## src/rtl/syst_apb_pkg.sv

```systemverilog
// syst_apb_pkg: shared state encoding, request type and slave register map
// for the systolic-array APB requester.
package syst_apb_pkg;
  localparam logic [31:0] SYST_ADR_WDATA = 32'h0;
  localparam logic [31:0] SYST_ADR_RDATA = 32'h4;
  localparam logic [1:0] ST_IDLE   = 2'd0;
  localparam logic [1:0] ST_SETUP  = 2'd1;
  localparam logic [1:0] ST_ACCESS = 2'd2;
  localparam logic [1:0] ST_RESP   = 2'd3;
  typedef enum logic [1:0] {
    IDLE   = ST_IDLE,
    SETUP  = ST_SETUP,
    ACCESS = ST_ACCESS,
    RESP   = ST_RESP
  } state_e;
  typedef struct packed {
    logic        we;
    logic [31:0] adr;
    logic [31:0] dat;
  } syst_req_t;
endpackage

```

## src/rtl/syst_apb_wdog.sv

```systemverilog
// syst_apb_wdog: ACCESS-phase watchdog; expire_o flags the TIMEOUT-th
// consecutive ACCESS cycle without p_ready.
module syst_apb_wdog #(
  parameter int unsigned TIMEOUT = 16
) (
  input  logic clk_i,
  input  logic rst_ni,
  input  logic clr_i,
  input  logic en_i,
  output logic expire_o
);
  localparam int W = $clog2(TIMEOUT) + 1;
  logic [W-1:0] cnt_q, cnt_d;
  always_comb cnt_d = clr_i ? '0 : en_i ? cnt_q + 1'b1 : cnt_q;
  always_ff @(posedge clk_i or negedge rst_ni) begin
    if (!rst_ni) cnt_q <= '0;
    else cnt_q <= cnt_d;
  end
  assign expire_o = cnt_q == W'(TIMEOUT - 1);
endmodule

```

## src/rtl/syst_apb_master.sv

```systemverilog
// syst_apb_master: valid/ready command stream to single APB3 transfers.
// Define SYST_APB_MST_TIMEOUT_EN to abort ACCESS phases after TIMEOUT cycles.
module syst_apb_master
  import syst_apb_pkg::*;
#(
  parameter int unsigned ADDR_W  = 32,
  parameter int unsigned DATA_W  = 32,
  parameter int unsigned TIMEOUT = 16
) (
  input  logic              p_clk_i,
  input  logic              p_rst_ni,
  input  logic              req_valid_i,
  output logic              req_ready_o,
  input  logic              req_we_i,
  input  logic [ADDR_W-1:0] req_adr_i,
  input  logic [DATA_W-1:0] req_dat_i,
  output logic              rsp_valid_o,
  input  logic              rsp_ready_i,
  output logic [DATA_W-1:0] rsp_dat_o,
  output logic              rsp_err_o,
  output logic              p_sel_o,
  output logic              p_enable_o,
  output logic              p_we_o,
  output logic [ADDR_W-1:0] p_adr_o,
  output logic [DATA_W-1:0] p_dat_o,
  input  logic [DATA_W-1:0] p_dat_i,
  input  logic              p_ready_i,
  input  logic              p_slverr_i
);
  state_e state_q, state_d;
  logic we_q, we_d, rsp_err_q, rsp_err_d, accept, done, expire;
  logic [ADDR_W-1:0] adr_q, adr_d;
  logic [DATA_W-1:0] dat_q, dat_d, rsp_dat_q, rsp_dat_d;
  assign accept = req_valid_i && req_ready_o;
  assign done = state_q == ACCESS && (p_ready_i || expire);
  always_comb begin
    state_d = state_q;
    case (state_q)
      IDLE:   state_d = req_valid_i ? SETUP : IDLE;
      SETUP:  state_d = ACCESS;
      ACCESS: state_d = done ? RESP : ACCESS;
      RESP:   state_d = rsp_ready_i ? IDLE : RESP;
    endcase
  end
  // write data is zeroed at capture so reads never present stale data on the bus
  always_comb begin
    we_d = accept ? req_we_i : we_q;
    adr_d = accept ? req_adr_i : adr_q;
    dat_d = accept ? (req_we_i ? req_dat_i : '0) : dat_q;
    rsp_dat_d = !done ? rsp_dat_q : (p_ready_i && !we_q) ? p_dat_i : '0;
    rsp_err_d = !done ? rsp_err_q : p_ready_i ? p_slverr_i : 1'b1;
  end
  always_ff @(posedge p_clk_i or negedge p_rst_ni) begin
    if (!p_rst_ni) begin
      state_q   <= IDLE;
      we_q      <= 1'b0;
      adr_q     <= '0;
      dat_q     <= '0;
      rsp_dat_q <= '0;
      rsp_err_q <= 1'b0;
    end else begin
      state_q   <= state_d;
      we_q      <= we_d;
      adr_q     <= adr_d;
      dat_q     <= dat_d;
      rsp_dat_q <= rsp_dat_d;
      rsp_err_q <= rsp_err_d;
    end
  end
`ifdef SYST_APB_MST_TIMEOUT_EN
  syst_apb_wdog #(.TIMEOUT(TIMEOUT)) u_wdog (
    .clk_i   (p_clk_i),
    .rst_ni  (p_rst_ni),
    .clr_i   (state_q == SETUP),
    .en_i    (state_q == ACCESS && !p_ready_i),
    .expire_o(expire)
  );
`else
  logic unused_timeout;
  assign unused_timeout = TIMEOUT != 0;
  assign expire = 1'b0;
`endif
  // bus fields are gated by select so they read 0 outside a transfer and during reset
  assign req_ready_o = p_rst_ni && state_q == IDLE;
  assign rsp_valid_o = state_q == RESP;
  assign rsp_dat_o   = rsp_dat_q;
  assign rsp_err_o   = rsp_err_q;
  assign p_sel_o     = state_q == SETUP || state_q == ACCESS;
  assign p_enable_o  = state_q == ACCESS;
  assign p_we_o      = p_sel_o && we_q;
  assign p_adr_o     = p_sel_o ? adr_q : '0;
  assign p_dat_o     = p_sel_o ? dat_q : '0;
endmodule

```

## config.mk

```make
export PLATFORM = sky130hd
export DESIGN_NAME = syst_apb_master
export DESIGN_NICKNAME = d
export VERILOG_FILES = /design/src/rtl/syst_apb_pkg.sv /design/src/rtl/syst_apb_wdog.sv /design/src/rtl/syst_apb_master.sv
export SDC_FILE = /design/constraint.sdc
export NUM_CORES = 1
export LEC_CHECK = 0
export BUFFER_PORTS_ARGS = -buffer_cell sky130_fd_sc_hd__buf_2
export CELL_PAD_IN_SITES_DETAIL_PLACEMENT = 1
export CELL_PAD_IN_SITES_GLOBAL_PLACEMENT = 1
export CORE_ASPECT_RATIO = 2
export CORE_UTILIZATION = 36
export DETAILED_ROUTE_END_ITERATION = 10
export PLACE_DENSITY_LB_ADDON = 0.2
export SLEW_MARGIN = 20
export SYNTH_ARGS = -nofsm -noshare
export SYNTH_HDL_FRONTEND = slang
export SYNTH_HIERARCHICAL = 1
export SYNTH_SLANG_ARGS = --single-unit
```

## constraint.sdc

```tcl
create_clock -name p_clk_i -period 1.6 [get_ports p_clk_i]
set_input_delay 0.16 -clock p_clk_i [delete_from_list [all_inputs] [get_ports p_clk_i]]
set_output_delay 0.16 -clock p_clk_i [all_outputs]
set_load 0.05 [all_outputs]
```

==> impl_metrics.sql <==
INSERT INTO impl_metrics (metric_group, metric, value, unit) VALUES
('route', 'vias_per_cell', '4.75', ''),
('cts', 'tritoncts', 'done', ''),
('worst_hold_path', 'worst_hold_startpoint', 'req_adr_i[2]', ''),
('cts', 'worst_path_clk_slew', '70', 'ps'),
('setup_path', 'startpoint_type', 'register', ''),
('timing', 'timing.final.hold_violations', '0', ''),
('placement', 'buffer_ports.inserted', '204', ''),
('timing', 'min_period_over_period', '110', '%'),
('setup_path', 'rr_endpoint', 'rsp_dat_o[1]$_DFFE_PN0P_', ''),
('worst_hold_path', 'hold_path_class', 'in2reg', ''),
('setup_path', 'largest_fanout_of_any_net_on_the_critical_path', '31', ''),
('setup_path', 'timing.critical_path.to_type', 'output port', ''),
('yosys', 'synth_nets', '508', ''),
('global_routing', 'grt_antenna_before_repair', '3', ''),
('setup_path', 'reg2reg_setup_slack', '60', 'ps'),
('layout', 'layout_common_cells', 'buf_2, dfrtp_1, and2_2, mux2_2, buf_6', ''),
('die', 'placeableCoreArea', '0.0129', 'mm2'),
('cts', 'tritoncts_num_sinks', '100', ''),
('job', 'drv.max_cap_violation_count', '0', ''),
('timing', 'transition_time_of_the_tightest_slew_check_pin', '603', 'ps'),
('cts', 'insertion_delay', '350', 'ps'),
('yosys', 'synth_cell_type_count', '17', ''),
('timing', 'setup_total_neg_slack', '-8740', 'ps'),
('yosys', 'yosys_register_bits', '100', ''),
('die', 'die_area', '0.0137', 'mm2'),
('layout', 'fin_nets', '715', ''),
('layout', 'final_common_cell', 'buf_2', ''),
('run_status', 'violations', 'negative setup slack', ''),
('worst_hold_path', 'min_delay_worst_endpoint', 'adr_q[2]$_DFFE_PN0P_', ''),
('setup_path', 'timing.rr.start', 'state_q[0]$_DFF_PN0_', ''),
('route', 'avgRoutedWirePerCell', '17.2', 'um'),
('cts', 'clock_path_buffers', '2', ''),
('die', 'io-pin-count', '205', ''),
('timing', 'fmax', '0.569', 'GHz'),
('yosys', 'syn-mean-instance-area', '11.9', 'um2'),
('cts', 'htree_num_levels', '3', ''),
('run_status', 'result_of_the_run', 'finished with violations', ''),
('cts', 'cts_buffers', '9', ''),
('yosys', 'synth_seq_area_share', '52.8', '%'),
('timing', 'final-max-slew-violation-count', '0', ''),
('die', 'start_util', '36.7', '%'),
('timing', 'final_critical_delay_including_setup_and_external_delays', '1760', 'ps'),
('layout', 'fillers', '1415', ''),
('route', 'drt-pass1-iter-count', '4', ''),
('route', 'drc', '0', ''),
('timing', 'report.final.setup_viol', '66', ''),
('setup_path', 'worstPathRequired', '1440', 'ps'),
('layout', 'drive_gt1_share', '60.8', '%'),
('worst_hold_path', 'hold-path-cell-count', '2', ''),
('global_routing', 'grt_pass1_vias', '4102', ''),
('setup_path', 'r2r.worst_path.cells', '6', ''),
('setup_path', 'timing.setup.critical_path_class', 'reg2out', ''),
('route', 'ant_nets', '0', ''),
('yosys', 'syn_area', '0.00474', 'mm2'),
('yosys', 'ys_warn_count', '6', ''),
('timing', 'worst_clock_skew', '11.1', 'ps'),
('placement', 'gp_congestion', '0.739', ''),
('die', 'die-width', '83.2', 'um'),
('global_routing', 'maximum_number_of_pins_on_one_net_before_global_route_repair', '101', ''),
('route', 'dr.first_iter.drc_count', '94', ''),
('timing', 'max-slew-margin-rel', '59.8', '%'),
('timing', 'rsz_0062_raised_after_global_routing', 'true', ''),
('yosys', 'synthesis.instances', '400', ''),
('global_routing', 'global_route.usage.total', '19.3', '%'),
('route', 'via_count', '3656', ''),
('die', 'chipHeight', '164', 'um'),
('cts', 'ctsRootBufferMaster', 'clkbuf_16', ''),
('global_routing', 'global_route_wire_length_before_repair', '20.5', 'mm'),
('route', 'postRouteWirelength', '13.2', 'mm'),
('die', 'row_count', '59', ''),
('placement', 'place.detailed.hpwl', '9.32', 'mm'),
('layout', 'area_delta_synth_final', '47.5', '%'),
('timing', 'post-route-worst-setup-slack', '-158', 'ps'),
('global_routing', 'overflow', '0', ''),
('setup_path', 'critical_path_arrival', '1600', 'ps');
## worst max-delay path by stage
stage	start	endpoint	slack, ps	cells after the start
final	state_q[1]$_DFF_PN0_	p_dat_o[5]	-160	5
after global routing	state_q[1]$_DFF_PN0_	p_dat_o[5]	-220	5
after CTS	state_q[1]$_DFF_PN0_	p_dat_o[5]	-170	5
after detailed placement	state_q[0]$_DFF_PN0_	p_adr_o[28]	20	5
after global placement	state_q[0]$_DFF_PN0_	p_adr_o[28]	80	5
after floorplan	state_q[1]$_DFF_PN0_	p_adr_o[24]	-110	5
## stage by stage
stage	cells	setup slack, ps	util (%)	hold slack (ps)	instance area (um2)
floorplan	400	-113	-	-136	4860
global placement	741	78.1	47.2	348	6100
detailed placement	741	17.8	47.2	350	6100
CTS	762	-175	53.2	20.7	6880
global route	767	-221	54.1	27.6	6990
finish	769	-158	54.2	42.3	7000
## worst max-delay path, cell delays in order (launching register included)
cell and delay, ps:
dfrtp_1 400, inv_2 90, ha_4 220, buf_12 160, and2_2 220, buf_8 150
## synth_stat cells
| cell | instances | area, um2 |
|---|---|---|
| a31oi_1 | 2 | 12.5 |
| and2_1 | 66 | 413 |
| buf_2 | 4 | 20.0 |
| buf_4 | 6 | 45.0 |
| buf_6 | 3 | 33.8 |
| clkbuf_1 | 11 | 41.3 |
| dfrtp_1 | 100 | 2500 |
| ha_1 | 5 | 62.6 |
| inv_1 | 36 | 135 |
| mux2_2 | 48 | 541 |
| mux2_4 | 18 | 270 |
| mux2i_1 | 32 | 320 |
| nand2_1 | 33 | 124 |
| nand2b_1 | 1 | 6.26 |
| nand3_1 | 1 | 5.00 |
| nor2_1 | 1 | 3.75 |
| nor2b_1 | 33 | 206 |
## final cells by class
class                           instances  area [um2]  share of cell area [%]
Multi-Input combinational cell        240        2090                    29.9
Clock buffer                            9         225                    3.22
Tap cell                              152         190                    2.72
Clock inverter                          7        56.3                   0.805
Sequential cell                       100        2500                    35.8
Antenna cell                            5        12.5                   0.179
Inverter                               36         135                    1.93
Timing Repair Buffer                  220        1780                    25.5
## flip-flops by register name, summed over array words and instances (netlist names)
register / cells
we_q: 1
state_q: 2
rsp_err_o: 1
rsp_dat_o: 32
adr_q: 32
dat_q: 32
## per-layer routing
metal	wire [um]	vias to the layer above	track usage, %
li1	-	1683	-
met1	4560	1837	19.5
met5	0	-	0
met3	606	11	4.12
met2	7860	125	37.2
met4	178	0	8.86
## repair_timing
action	in CTS	in global routing
pin swaps	0	0
setup buffers	4	0
gates resized for setup	146	19
endpoints found under the hold margin	100	0
hold buffers	1	0
gates cloned	0	2
endpoints found under the setup margin	67	101
## cell families after synthesis
logic type | after synthesis | synth area share, %
compound gates | 2 | 0.264
fa+ha+maj | 5 | 1.32
buf+inv | 60 | 5.80
flops | 100 | 52.8
mux | 98 | 23.9
simple gates | 135 | 16.0
Power is not shown: default switching activity piles up to over one toggle a cycle in this logic, so the estimate is an artifact.
